### src/rtl/layer_mac_scheduler.sv
// Layer MAC scheduler: shares one external multiplier across all neurons of a layer, bias + dot product + ReLU.
// Optional SCHED_SATURATE_EN: accumulator adds clamp on signed overflow instead of wrapping.
module layer_mac_scheduler #(
    parameter int N_INPUTS  = 3,
    parameter int N_NEURONS = 4,
    parameter int DATA_W    = 12,
    parameter int ACC_W     = 23,
    localparam int XA_W = (N_INPUTS  > 1) ? $clog2(N_INPUTS)  : 1,
    localparam int NA_W = (N_NEURONS > 1) ? $clog2(N_NEURONS) : 1,
    localparam int WA_W = (N_INPUTS*N_NEURONS > 1) ? $clog2(N_INPUTS*N_NEURONS) : 1
) (
    input  logic              clk,
    input  logic              rst,
    input  logic              start,
    output logic              busy,
    output logic              done,
    input  logic              x_wr_en,
    input  logic [XA_W-1:0]   x_wr_addr,
    input  logic [DATA_W-1:0] x_wr_data,
    output logic [WA_W-1:0]   w_addr,
    input  logic [DATA_W-1:0] w_data,
    output logic [NA_W-1:0]   b_addr,
    input  logic [ACC_W-1:0]  b_data,
    output logic [DATA_W-1:0] mul_a,
    output logic [DATA_W-1:0] mul_b,
    input  logic [ACC_W-1:0]  mul_p,
    output logic              y_valid,
    input  logic              y_ready,
    output logic [NA_W-1:0]   y_idx,
    output logic [ACC_W-1:0]  y_data
);

    localparam logic [2:0] S_IDLE  = 3'd0;
    localparam logic [2:0] S_FETCH = 3'd1;
    localparam logic [2:0] S_ACC   = 3'd2;
    localparam logic [2:0] S_OUT   = 3'd3;
    localparam logic [2:0] S_DONE  = 3'd4;

    localparam logic [XA_W-1:0] K_LAST = XA_W'(N_INPUTS - 1);
    localparam logic [NA_W-1:0] N_LAST = NA_W'(N_NEURONS - 1);

    logic [2:0]        state;
    logic [NA_W-1:0]   n;
    logic [XA_W-1:0]   k;
    logic [ACC_W-1:0]  acc;
    logic [ACC_W-1:0]  acc_nxt;
    logic [ACC_W-1:0]  addend;
    logic [DATA_W-1:0] x_mem [N_INPUTS];
    logic [31:0]       k_off;

    assign busy    = (state != S_IDLE);
    assign done    = (state == S_DONE);
    assign y_valid = (state == S_OUT);
    assign y_idx   = n;
    assign y_data  = acc[ACC_W-1] ? '0 : acc;
    assign b_addr  = n;

    // Address runs one step ahead of k so the sync ROM delivers w[k] during ACC step k.
    always_comb begin
        k_off = 32'd0;
        if (state == S_ACC)
            k_off = (k == K_LAST) ? 32'(k) : 32'(k) + 32'd1;
    end
    assign w_addr = WA_W'(32'(n) * N_INPUTS + k_off);

    assign mul_a = (state == S_ACC) ? x_mem[k] : '0;
    assign mul_b = (state == S_ACC) ? w_data   : '0;

    assign addend = (k == '0) ? b_data : acc;

`ifdef SCHED_SATURATE_EN
    logic [ACC_W:0] sum_ext;
    always_comb begin
        sum_ext = {addend[ACC_W-1], addend} + {mul_p[ACC_W-1], mul_p};
        acc_nxt = sum_ext[ACC_W-1:0];
        if (sum_ext[ACC_W] != sum_ext[ACC_W-1])
            acc_nxt = sum_ext[ACC_W] ? {1'b1, {(ACC_W-1){1'b0}}} : {1'b0, {(ACC_W-1){1'b1}}};
    end
`else
    assign acc_nxt = addend + mul_p;
`endif

    // Input buffer is not reset and is frozen for the whole pass.
    always_ff @(posedge clk) begin
        if (x_wr_en && state == S_IDLE && 32'(x_wr_addr) < N_INPUTS)
            x_mem[x_wr_addr] <= x_wr_data;
    end

    always_ff @(posedge clk) begin
        if (rst) begin
            state <= S_IDLE;
            n     <= '0;
            k     <= '0;
            acc   <= '0;
        end else begin
            case (state)
                S_IDLE: if (start) begin
                    state <= S_FETCH;
                    n     <= '0;
                end
                S_FETCH: begin
                    k     <= '0;
                    state <= S_ACC;
                end
                S_ACC: begin
                    acc <= acc_nxt;
                    if (k == K_LAST) begin
                        k     <= '0;
                        state <= S_OUT;
                    end else begin
                        k <= k + XA_W'(1);
                    end
                end
                S_OUT: if (y_ready) begin
                    if (n == N_LAST) begin
                        state <= S_DONE;
                    end else begin
                        n     <= n + NA_W'(1);
                        state <= S_FETCH;
                    end
                end
                S_DONE: begin
                    n     <= '0;
                    state <= S_IDLE;
                end
                default: state <= S_IDLE;
            endcase
        end
    end

endmodule
### config.mk
export PLATFORM = sky130hd
export DESIGN_NAME = layer_mac_scheduler
export DESIGN_NICKNAME = d
export VERILOG_FILES = /design/src/rtl/layer_mac_scheduler.sv
export SDC_FILE = /design/constraint.sdc
export NUM_CORES = 1
export LEC_CHECK = 0
export CAP_MARGIN = 10
export CORE_MARGIN = 2
export CORE_UTILIZATION = 48
export DETAILED_ROUTE_END_ITERATION = 6
export MAX_ROUTING_LAYER = met4
export PLACE_DENSITY = 0.81
export SYNTH_ARGS = -nofsm -noshare
export SYNTH_HDL_FRONTEND = slang
export SYNTH_SLANG_ARGS = --single-unit
### constraint.sdc
create_clock -name clk -period 4.92 [get_ports clk]
set_input_delay 0.492 -clock clk [delete_from_list [all_inputs] [get_ports clk]]
set_output_delay 0.492 -clock clk [all_outputs]
set_load 0.05 [all_outputs]
---- After elaboration in Yosys (flattened, before gate mapping) ----
Memory sizes are Yosys's and may differ from the RTL's. A register that Yosys moved wholly into a read port is not among the register bits.
Index checks and enable logic that the tools add are counted.
word-level totals
  input port bits ......................... 77
  flip-flop bits (word level) ............. 30
  output and inout bits ................... 58
  memories kept ........................... 1
  memory bits (writable) .................. 36
operators by class
  reduce and logical (&&, ||, !) cells .... 9
  $mul .................................... 1
  magnitude comparators ................... 1
  muxes and demuxes ....................... 21
  $add $sub $neg .......................... 5
  equality and inequality tests ........... 10
memory list
  memory  words  width  read ports  clocked after memory_dff  write ports  RTL line  source
  x_mem   3      12     1           1                         1            48        logic [DATA_W-1:0] x_mem [N_INPUTS];
operator list
  operator                                                                number
  12-bit two-way mux                                                      2
  23-bit adder                                                            1
  23-bit two-way mux                                                      1
  22-bit two-way mux                                                      1
  3-bit two-way mux                                                       6
  2-bit two-way mux                                                       6
  3-bit case mux with 4 select lines                                      1
  3-bit by 2-bit equality test with 1-bit output (second input constant)  2
  2-bit case mux with 3 select lines                                      1
  3-bit nonzero test                                                      2
  2-bit by 1-bit adder with 2-bit output (second input constant)          2
  4-bit adder                                                             1
  2-bit equality test (second input constant)                             2
  2-bit by 2-bit multiplier with 4-bit output (second input constant)     1
  2-bit by 1-bit != test with 1-bit output (second input constant)        2
  2-bit != test (second input constant)                                   2
  2-bit case mux with 2 select lines                                      1
  4-bit AND reduction                                                     1
  2-bit by 1-bit adder with 3-bit output (second input constant)          1
  3-bit by 1-bit equality test with 1-bit output (second input constant)  1
  3-bit equality test (second input constant)                             1
  3-bit logical NOT                                                       1
  3-bit AND reduction                                                     1
  1-bit logical AND                                                       2
  4 further kinds                                                         5

---- Depth between registers and ports, before layout ----
  depth after elaboration ................. 5
  gate-level depth with buffers ........... 13

---- Worst setup path before layout ----
OpenSTA, ideal clock, no wires.
  path type ............................... reg2out
  start point ............................. reg state[2]
  end point ............................... out w_addr[3]
  path buffers ............................ 3
  cell stages (with the launch flop) ...... 13
  arrival ................................. 3145 ps
  setup slack ............................. 1283 ps
  data required time ...................... 4428 ps
  path through ............................ dfxtp_1 clkbuf_1 nor2b_1 nor2b_1 buf_2 clkbuf_1 nand2_1 fa_1 inv_1 ha_1 inv_1 fa_1 xnor2_1
on the way
  word-level cells in the longest chain between the ends .. 3
RTL lines
  what                                            RTL line  source
  start, declared                                 42        logic [2:0] state;
  start signal, assigned                          91        state <= S_IDLE;
  start signal, assigned                          98        state <= S_FETCH;
  start signal, assigned                          103       state <= S_ACC;
  3-bit by 2-bit equality test with 1-bit output  61        if (state == S_ACC)
  3-bit two-way mux                               61
  4-bit adder                                     64        assign w_addr = WA_W'(32'(n) * N_INPUTS + k_off);
  end, declared                                   20        output logic [WA_W-1:0] w_addr,
Every way passes these cells.

---- Worst setup path in the final report ----
  start point ............................. reg state[1]
  end point ............................... out w_addr[2]
The elaborated chain is that of the path after synthesis.

==> flow_metrics.tcl <==
set metrics [dict create \
    dr_total_vias 4138 \
    grt_usage 0.242 \
    ys_seq_area_frac 0.377 \
    dpl.hpwl_um 8880 \
    core_um2 9240 \
    synthXorXnorAreaFrac 0.0173 \
    p_int_w 0.00111 \
    ys.flop_type "edfxtp_1" \
    drc_errors 0 \
    power.density_nw_per_um2 278 \
    synthToLayoutAreaGrowth_pct 35.2 \
    cp-start-kind "flop" \
    initial_core_util 0.494 \
    hp-start "acc[1]" \
    via_per_inst 5.53 \
    finalClockSkew_ns 0.0138 \
    h-tree-depth 3 \
    worst_hold_path_type "reg2reg" \
    layout_common_cells "133 x clkdlybuf4s50_1, 56 x nor2_1, 45 x a21oi_1, 36 x edfxtp_1, 33 x ha_1" \
    synthesis.area_um2 4560 \
    yosys.area_share.simple 0.215 \
    clock.fmax_mhz 230 \
    cts_resized 0 \
    synth_top_family_by_area "simple AND/OR/NAND/NOR gates" \
    tritoncts "built" \
    finalNonFillerCells 748 \
    drt_pass1_iterations 5 \
    die_x_um 102 \
    grt_pass1_wl_um 19400 \
    clk_latency_ns 0.34 \
    wl_um 11900 \
    synthArstFlopShare 0 \
    p_clk_frac 0.283 \
    synth_fp_nets 607 \
    clockRootBuffer "clkbuf_8" \
    wl_per_cell_um 16.0 \
    relSlewSlack 0.318 \
    setup_viol 0 \
    mostFrequentLayoutCell "clkdlybuf4s50_1" \
    cts_buffers 9 \
    drv_slew 0 \
    die_area_um2 10300 \
    die_h_um 102 \
    fin_crit_ns 4.35 \
    fin_ws_ns 0.569 \
    comb_power_share 0.333 \
    hold_buffers 0 \
    synth_top_area_cell "edfxtp_1" \
    outcome "completed" \
    cts_setup_buffers 0 \
    p_seq_frac 0.384 \
    power_w 0.00171 \
    p_sw_w 0.000600 \
    ios 135 \
    synth.area.top_cells "edfxtp_1 24%, dfxtp_1 14%, ha_1 9.0%" \
    placedCellCount 732 \
    synthAdderAreaFrac 0.104 \
    ys_types 69 \
    period_share 0.884 \
    port_buffers 133 \
    ir_worst_vdd_mv 0.187 \
    place_ws_ns 0.930 \
    worstPathArrival_ns 3.86 \
    fin_nets 727 \
    place.gp.congestion 0.932 \
    grt_pass1_vias 4153 \
    drive_above_1_share 0.0937 \
    path_clk_slew_ns 0.08 \
    worstMarginPinSlew_ns 1.02 \
    grt-ovfl-total 0 \
    drv_cap 0 \
    ys_ff_latch 68 \
    clock-sinks 68 \
    path_class "reg2out" \
    tns_ns 0 \
    grt_antenna_before_repair 0 \
    syn_inst 494 \
    crit_path_max_fanout 29 \
    post_synth_mux_area_share 0.0850 \
    yosys_warnings 0 \
    synth_compound_area_frac 0.163 \
    antenna_left 0 \
    n_antenna_cell 0 \
    syn_avg_cell_area_um2 9.24 \
    r2r_start "k[0]" \
    clk_path_buf_depth 2 \
    rows 35 \
    synth_edf_count 36 \
    cp-startpoint "state[1]" \
    p_sw_frac 0.350 \
    hold_violations 0 \
    grt_start_max_net_pins 30 \
    power.leakage_nw 2.32 \
    rsz0062_at_grt "no" \
    yosys.area.top_type_share 0.237 \
    critical_path_required_ns 4.43 \
    drtIter0Drc 150 \
    endpoint_kind "output port" \
]
sequential cells by signal, summed over array words and instances, names as in the netlist, named ones only:
| signal | count |
|---|---|
| acc | 23 |
| state | 3 |
| x_mem | 36 |
| k | 2 |
| b_addr | 2 |
through the flow:
stage | util | cell area, um^2 | hold WS [ns]
2_1_floorplan | - | 4560 | 0.431
3_3_place_gp | 0.646 | 5970 | 0.446
3_5_place_dp | 0.646 | 5970 | 0.458
4_1_cts | 0.668 | 6170 | 0.471
5_1_grt | 0.668 | 6170 | 0.491
6_report | 0.668 | 6170 | 0.472
layout make-up:
cell class / count / area (um^2)
repair buffers: 136 / 1350
flip-flops and latches: 68 / 1720
clock buffers: 9 / 124
inverters: 11 / 41.3
fillers: 758 / 3070
well taps: 129 / 161
multi-input cells: 388 / 2690
clock inverters: 7 / 82.6
kinds of logic after synthesis:
logic type,count (synthesis)
AOI/OAI and AO/OA,116
xor gates and xnor gates,9
adders and majority gates,36
buffers and inverters,38
DFF,68
muxes,36
other,1
and+or+nand+nor,190
cell usage after synthesis, types with 2 or more instances:
library cell and n:
nand3_1 11, fa_1 3, nand3b_1 7, and3_1 5, a21oi_1 45, buf_1 3, or3_1 4, a211o_1 4
o31a_1 2, mux2_2 22, nand4_1 3, nand2_1 32, nand2b_1 2, nor2b_1 25, nor4_1 2, and2_1 16
o21ai_0 21, edfxtp_1 36, dfxtp_1 32, inv_1 11, a21boi_0 3, o21a_1 3, a2bb2oi_1 2, a221oi_1 2
clkbuf_1 18, a31oi_1 3, nor3b_1 6, o21ai_1 2, a211oi_1 5, buf_4 3, a22oi_1 3, ha_1 33
nor2_1 56, nand4b_1 2, mux2i_1 14, a21o_1 5, nor3_1 9, xnor2_1 8
worst max-delay path, stage by stage (launching register included):
cell	delay, ns
dfxtp_1	0.54
nor2b_1	0.31
nor2b_2	0.19
buf_4	0.28
nand2_1	0.13
fa_1	0.50
inv_1	0.04
ha_1	0.19
inv_1	0.07
fa_1	0.40
inv_1	0.07
clkdlybuf4s50_1	0.81
layer usage:
metal	share of wire	wire (um)	track usage	up-vias
met5	0	0	-	-
met3	0.049	584	0.0393	11
li1	-	-	-	2029
met4	0.0092	110	0.0624	0
met2	0.52	6190	0.420	135
met1	0.42	5050	0.293	1963
power by group through the flow:
stage               sequential, W  clock (W)  combinational, W
floorplan                0.000652          0          0.000395
global placement         0.000668          0          0.000553
detailed placement       0.000670          0          0.000565
CTS                      0.000658   0.000498          0.000569
global route             0.000662   0.000522          0.000620
finish                   0.000658   0.000485          0.000571
final timing paths:
| kind | to | slack (ns) | depth (start not counted) |
|---|---|---|---|
| max | w_addr[2] | 0.57 | 11 |
| min | acc[1] | 0.47 | 2 |
| max reg2reg | acc[22] | 1.19 | 11 |
| min reg2reg | acc[1] | 0.47 | 2 |
No activity file was read; power rests on OpenSTA's default activity.
